File: src/rtl/seq_pkg.sv
// Shared types and default widths for the serial pattern transmitter.
// SEQ_TX_PARITY_EN enables the per-pattern even-parity bit.
package seq_pkg;

  localparam int SEQ_W_DEF = 4;
  localparam int CNT_W_DEF = 4;
  localparam int GAP_W_DEF = 3;

  typedef enum logic [1:0] {
    TX_IDLE,
    TX_SEND,
    TX_PARITY,
    TX_GAP
  } tx_state_t;

endpackage

File: src/rtl/seq_piso.sv
// Parallel-load MSB-first shift register with bit counter.
// Optional parity output when SEQ_TX_PARITY_EN is defined.
module seq_piso #(
  parameter int W = 4
) (
  input  logic         clk,
  input  logic         clr,
  input  logic         load,
  input  logic         shift,
  input  logic [W-1:0] din,
  output logic         bit_out,
`ifdef SEQ_TX_PARITY_EN
  output logic         par,
`endif
  output logic         last_bit
);

  localparam int IW = $clog2(W);

  logic [W-1:0]  sreg;
  logic [IW-1:0] cnt;

  // Rotate rather than shift so the pattern is intact for the next repetition
  always_ff @(posedge clk) begin
    if (!clr) begin
      sreg <= '0;
      cnt  <= '0;
    end else if (load) begin
      sreg <= din;
      cnt  <= '0;
    end else if (shift) begin
      sreg <= {sreg[W-2:0], sreg[W-1]};
      cnt  <= last_bit ? '0 : cnt + 1'b1;
    end
  end

  assign bit_out  = sreg[W-1];
  assign last_bit = (cnt == IW'(W - 1));

`ifdef SEQ_TX_PARITY_EN
  assign par = ^sreg;
`endif

endmodule

File: src/rtl/seq_transmitter.sv
// Serial pattern generator: repeats a captured pattern with idle gaps.
// Define SEQ_TX_PARITY_EN to append an even-parity bit per pattern.
module seq_transmitter
  import seq_pkg::*;
#(
  parameter int   SEQ_W      = SEQ_W_DEF,
  parameter int   CNT_W      = CNT_W_DEF,
  parameter int   GAP_W      = GAP_W_DEF,
  parameter logic IDLE_LEVEL = 1'b0
) (
  input  logic             clk,
  input  logic             clr,
  input  logic             start,
  input  logic [SEQ_W-1:0] user_seq,
  input  logic [CNT_W-1:0] repeat_n,
  input  logic [GAP_W-1:0] gap,
  output logic             E,
  output logic             E_valid,
  output logic             busy,
  output logic             done
);

  tx_state_t        state, state_nx;
  logic [CNT_W-1:0] reps_left, reps_nx;
  logic [GAP_W-1:0] gap_reg, gap_nx;
  logic [GAP_W-1:0] gap_cnt, gap_cnt_nx;
  logic             done_nx;
  logic             load, shift, rep_end;
  logic             bit_out, last_bit;
`ifdef SEQ_TX_PARITY_EN
  logic             par;
`endif

  seq_piso #(.W(SEQ_W)) u_piso (
    .clk      (clk),
    .clr      (clr),
    .load     (load),
    .shift    (shift),
    .din      (user_seq),
    .bit_out  (bit_out),
`ifdef SEQ_TX_PARITY_EN
    .par      (par),
`endif
    .last_bit (last_bit)
  );

  always_ff @(posedge clk) begin
    if (!clr) begin
      state     <= TX_IDLE;
      reps_left <= '0;
      gap_reg   <= '0;
      gap_cnt   <= '0;
      done      <= 1'b0;
    end else begin
      state     <= state_nx;
      reps_left <= reps_nx;
      gap_reg   <= gap_nx;
      gap_cnt   <= gap_cnt_nx;
      done      <= done_nx;
    end
  end

  always_comb begin
    state_nx   = state;
    reps_nx    = reps_left;
    gap_nx     = gap_reg;
    gap_cnt_nx = gap_cnt;
    done_nx    = 1'b0;
    load       = 1'b0;
    shift      = 1'b0;
    rep_end    = 1'b0;
    unique case (state)
      TX_IDLE: begin
        if (start) begin
          load     = 1'b1;
          reps_nx  = repeat_n;
          gap_nx   = gap;
          state_nx = TX_SEND;
        end
      end
      TX_SEND: begin
        shift = 1'b1;
        if (last_bit) begin
`ifdef SEQ_TX_PARITY_EN
          state_nx = TX_PARITY;
`else
          rep_end = 1'b1;
`endif
        end
      end
`ifdef SEQ_TX_PARITY_EN
      TX_PARITY: rep_end = 1'b1;
`endif
      TX_GAP: begin
        if (gap_cnt == GAP_W'(1)) begin
          gap_cnt_nx = '0;
          reps_nx    = reps_left - 1'b1;
          state_nx   = TX_SEND;
        end else begin
          gap_cnt_nx = gap_cnt - 1'b1;
        end
      end
      default: state_nx = TX_IDLE;
    endcase
    // End of one pattern: finish, pause, or restart with no bubble
    if (rep_end) begin
      if (reps_left == '0) begin
        state_nx = TX_IDLE;
        done_nx  = 1'b1;
      end else if (gap_reg != '0) begin
        state_nx   = TX_GAP;
        gap_cnt_nx = gap_reg;
      end else begin
        state_nx = TX_SEND;
        reps_nx  = reps_left - 1'b1;
      end
    end
  end

  assign busy    = (state != TX_IDLE);
  assign E_valid = busy;

  always_comb begin
    E = IDLE_LEVEL;
    if (state == TX_SEND) E = bit_out;
`ifdef SEQ_TX_PARITY_EN
    if (state == TX_PARITY) E = par;
`endif
  end

endmodule

File: config.mk
export PLATFORM = sky130hd
export DESIGN_NAME = seq_transmitter
export DESIGN_NICKNAME = d
export VERILOG_FILES = /design/src/rtl/seq_pkg.sv /design/src/rtl/seq_piso.sv /design/src/rtl/seq_transmitter.sv
export SDC_FILE = /design/constraint.sdc
export NUM_CORES = 1
export LEC_CHECK = 0
export BUFFER_PORTS_ARGS = -buffer_cell sky130_fd_sc_hd__buf_2
export CAP_MARGIN = 20
export CELL_PAD_IN_SITES_DETAIL_PLACEMENT = 1
export CELL_PAD_IN_SITES_GLOBAL_PLACEMENT = 1
export CORE_ASPECT_RATIO = 1.1
export CORE_MARGIN = 5
export CORE_UTILIZATION = 25
export CTS_BUF_LIST = sky130_fd_sc_hd__clkbuf_4
export DETAILED_ROUTE_END_ITERATION = 8
export PLACE_DENSITY = 0.58
export SLEW_MARGIN = 20
export SYNTH_ARGS = -nofsm -noshare
export SYNTH_HDL_FRONTEND = slang
export SYNTH_SLANG_ARGS = --single-unit
File: constraint.sdc
create_clock -name clk -period 1.65 [get_ports clk]
set_input_delay 0.165 -clock clk [delete_from_list [all_inputs] [get_ports clk]]
set_output_delay 0.165 -clock clk [all_outputs]
set_load 0.01 [all_outputs]
==> run metrics <==
outcome finished clean; Lkg Pwr 0.551 nW; flop and latch count out of synthesis 19; quantity of I/O buffers inserted on ports 17; effective utilization at floorplan 25.6%; number of DRC violations after detailed-routing iteration 0 26; clock tree from TritonCTS done; drt pass-1 iters 4; fraction of the yosys area taken by sequential cells 34.9%; Crit path arrival time 1.39 ns; dpl hpwl between 2 and 2.5 mm; ratio of cells with drive above 1 in the final layout roughly a quarter; hold path start repeat_n[3]; fraction of the cycle the final worst path needs between 90% and 100%; number of buffers inserted by post-CTS setup repair 0; Ant. Diodes 0; type of the worst setup path register to primary output; largest clock skew in the final design about 0.0043 ns; worst setup timing slack at the placement stage -0.0255 ns; Highest Signal Layer met4; number of inserted filler cells in the final layout 523; Critical Path Sink Type primary output; pin count of the biggest net entering global routing 23; number of distinct library cells after synthesis 39; Met3 Wirelength around 130 um; Critical Path End E; core area 0.00425 mm2; Cell Rows 25; critical path cell sequence inv_1, ha_1, buf_4, and2_1, buf_2; number of maximum-capacitance violations 0; Clk Latency, worst-skew pair roughly 0.31 ns; Met2 Routed Length ~1.4 mm; share of synthesized flip-flops with an asynchronous set or reset 0%; maximum clock frequency between 0.6 and 0.7 GHz; post-DR vias/cell between 4 and 5; floorplan die height 79.2 um; number of nets in the synthesized netlist 150; beginning of the worst register-to-register path reps_left[0]; Yosys Warn Count 0; Die ar. ~0.0058 mm2; Relative slew margins between 70% and 80%; worst vdd ir about 370 uV; post-placement cell count roughly 200; total setup violations reported at the end of the flow 0; root buf cell sky130_fd_sc_hd__clkbuf_4; met1 wire length 1.21 mm; first-pass GRT wire length ~4.8 mm; worst path required time ~1.5 ns; terminus of the critical flop-to-flop path reps_left[0]; post-layout min period 1.56 ns; number of CTS-inserted buffers 3; initial antenna violation count 0; PwrDens about 900 mW/mm2; Setup WS post-layout 0.0900 ns; Total Power 1.13 mW; CTS Hold Bufs 0; number of slew-limit violations in the final report 0; RSZ-0062 raised after global routing false; critical path startpoint state[1]; final weighted congestion in routability-driven placement about 0.77; stage delay of the slowest cell on the critical path between 0.3 and 0.4 ns; Least-Margin Pin Slew between 0.4 and 0.5 ns; Final Hold Viols 0; number of non-filler instances in the completed layout 200; critical path launch point type register; worst reg-to-reg setup slack around 0.1 ns; All-Layer GR Usage about a tenth; wire per inst roughly 14 um; master of the slowest instance on the critical path sky130_fd_sc_hd__dfxtp_2; number of buffers between clock root and the deepest sink 2; Clock Sink Count 19; H-tree depth 1; growth of design area from synthesis to finish 18.9%; number of I/O pins 18; post-route ant nets 0; via count of the first global-routing pass between 1000 and 1500; maximum fanout along the worst path 9; DR vias ~1000; cell depth of the worst hold path 3; ys flop type sky130_fd_sc_hd__dfxtp_1; Avg Synthesized Cell Area approximately 8.4 um2; largest registers in the final layout reps_left x4, u_piso.sreg x4; total overflow reported by the global router 0; number of synthesized flops with an enable pin 0; count of nets after finishing 168; DRC viols 0; cell depth of the worst flop-to-flop path 6; gate count of the mapped netlist 129; type of the most critical hold path input pin to register; clock edge transition at the registers on the reported setup and hold paths roughly 0.12 ns; cell area after synthesis between 0.001 and 0.0015 mm2; die width roughly 73 um; Routed Wire Length ~2.8 mm
[critical path, delay by kind of cell (launching register included)]
family | cells | cell delay, ns
buffers and inverters | 3 | 0.38
DFF | 1 | 0.37
adders and majority gates | 1 | 0.19
and+or+nand+nor | 1 | 0.15
[repair_timing]
action | in CTS | in global routing
gates resized for setup | 1 | 7
endpoints found under the setup margin | 4 | 9
gates cloned | 0 | 0
[cell usage after synthesis (2+ instances only)]
cell type                  number  area share, %
sky130_fd_sc_hd__o21ai_0        2           0.92
sky130_fd_sc_hd__o31a_1         2            1.6
sky130_fd_sc_hd__dfxtp_1       19             35
sky130_fd_sc_hd__a21boi_1       6            4.1
sky130_fd_sc_hd__a21oi_1        5            2.3
sky130_fd_sc_hd__nand2_1       14            4.8
sky130_fd_sc_hd__a22o_1         2            1.6
sky130_fd_sc_hd__and2_1         3            1.7
sky130_fd_sc_hd__o211a_1        3            2.8
sky130_fd_sc_hd__mux2i_1        4            3.7
sky130_fd_sc_hd__nor2_1         5            1.7
sky130_fd_sc_hd__clkbuf_1       4            1.4
sky130_fd_sc_hd__a22oi_1        2            1.4
sky130_fd_sc_hd__nor3b_1        2            1.4
sky130_fd_sc_hd__buf_2          3            1.4
sky130_fd_sc_hd__nor2b_1        3            1.7
sky130_fd_sc_hd__nand4_1        2            1.1
sky130_fd_sc_hd__inv_1          9            3.1
sky130_fd_sc_hd__nand3_1        8            3.7
sky130_fd_sc_hd__nor3_1         3            1.4
sky130_fd_sc_hd__o211ai_1       3            2.1
sky130_fd_sc_hd__ha_1           7            8.0
sky130_fd_sc_hd__nand2b_1       2            1.1
[layer usage]
layer  vias up  track usage, %
li1        495               -
met1       485            11.2
met2        15            18.9
met3         4            2.91
met4         0            3.69
met5         -               0
[final cells by class]
type	instances	area, um2	area share [%]
clock buffers	4	30.0	2.32
inverters	10	37.5	2.90
multi-input cells	92	658	50.9
flip-flops and latches	19	385	29.8
well taps	54	67.6	5.22
repair buffers	21	115	8.90
[cells in the final DEF (no fill, tap or decap)]
| cell type | count |
|---|---|
| sky130_fd_sc_hd__nand2_1 | 14 |
| sky130_fd_sc_hd__nand3b_1 | 1 |
| sky130_fd_sc_hd__a221o_1 | 1 |
| sky130_fd_sc_hd__nand4bb_1 | 1 |
| sky130_fd_sc_hd__ha_1 | 7 |
| sky130_fd_sc_hd__buf_2 | 17 |
| sky130_fd_sc_hd__a21boi_1 | 6 |
| sky130_fd_sc_hd__o211ai_1 | 3 |
| sky130_fd_sc_hd__a22oi_1 | 2 |
| sky130_fd_sc_hd__nor3b_2 | 1 |
| sky130_fd_sc_hd__o31ai_1 | 1 |
| sky130_fd_sc_hd__o31ai_4 | 1 |
| sky130_fd_sc_hd__dfxtp_1 | 15 |
| sky130_fd_sc_hd__o22ai_1 | 1 |
| sky130_fd_sc_hd__clkbuf_4 | 4 |
| sky130_fd_sc_hd__o21ai_1 | 1 |
| sky130_fd_sc_hd__nor3b_4 | 1 |
| sky130_fd_sc_hd__a211oi_1 | 1 |
| sky130_fd_sc_hd__and2_1 | 3 |
| sky130_fd_sc_hd__nand2b_1 | 2 |
| sky130_fd_sc_hd__o21ai_0 | 2 |
| sky130_fd_sc_hd__nor4_1 | 1 |
| sky130_fd_sc_hd__dfxtp_2 | 4 |
| sky130_fd_sc_hd__buf_4 | 4 |
| sky130_fd_sc_hd__and3_1 | 1 |
| sky130_fd_sc_hd__a221oi_1 | 1 |
| sky130_fd_sc_hd__nand3_1 | 8 |
| sky130_fd_sc_hd__o31a_1 | 2 |
| sky130_fd_sc_hd__nor3_1 | 3 |
| sky130_fd_sc_hd__nor2b_1 | 3 |
| sky130_fd_sc_hd__o211a_1 | 3 |
| sky130_fd_sc_hd__nor3b_1 | 1 |
| sky130_fd_sc_hd__nor2_1 | 5 |
| sky130_fd_sc_hd__nand4_1 | 2 |
| sky130_fd_sc_hd__mux2i_1 | 4 |
| sky130_fd_sc_hd__a22o_1 | 2 |
| sky130_fd_sc_hd__or3_4 | 2 |
| sky130_fd_sc_hd__a21oi_1 | 5 |
| sky130_fd_sc_hd__inv_2 | 1 |
| sky130_fd_sc_hd__inv_1 | 9 |
[metrics by stage]
step                instance area (um2)  setup TNS (ns)  hold WS, ns  util [%]
floorplan                          1090               0        0.298         -
global placement                   1230               0        0.386      29.0
detailed placement                 1230         -0.0663        0.403      29.0
CTS                                1270               0       0.0677      29.8
finish                             1290               0       0.0747      30.4
global route                       1290               0       0.0823      30.4
[where the power goes]
group | switching [mW] | internal (mW)
Combinational | 0.173 | 0.156
Clock | 0.158 | 0.111
Sequential | 0.0352 | 0.500
Total | 0.367 | 0.768
[worst min path at each step]
stage / end / slack [ns]
final: reps_left[3] / 0.07
after global placement: reps_left[3] / 0.39
after global routing: reps_left[2] / 0.08
after detailed placement: reps_left[3] / 0.40
after CTS: reps_left[3] / 0.07
after floorplan: reps_left[2] / 0.30
[cells by family after synthesis]
| logic type | count (synthesis) | share of synthesized area (%) |
|---|---|---|
| compound gates | 32 | 22.1 |
| flops | 19 | 34.9 |
| mux | 4 | 3.68 |
| buf+inv | 18 | 6.90 |
| fa+ha+maj | 7 | 8.05 |
| simple gates | 49 | 24.4 |
(Power assumes the default switching activity.)
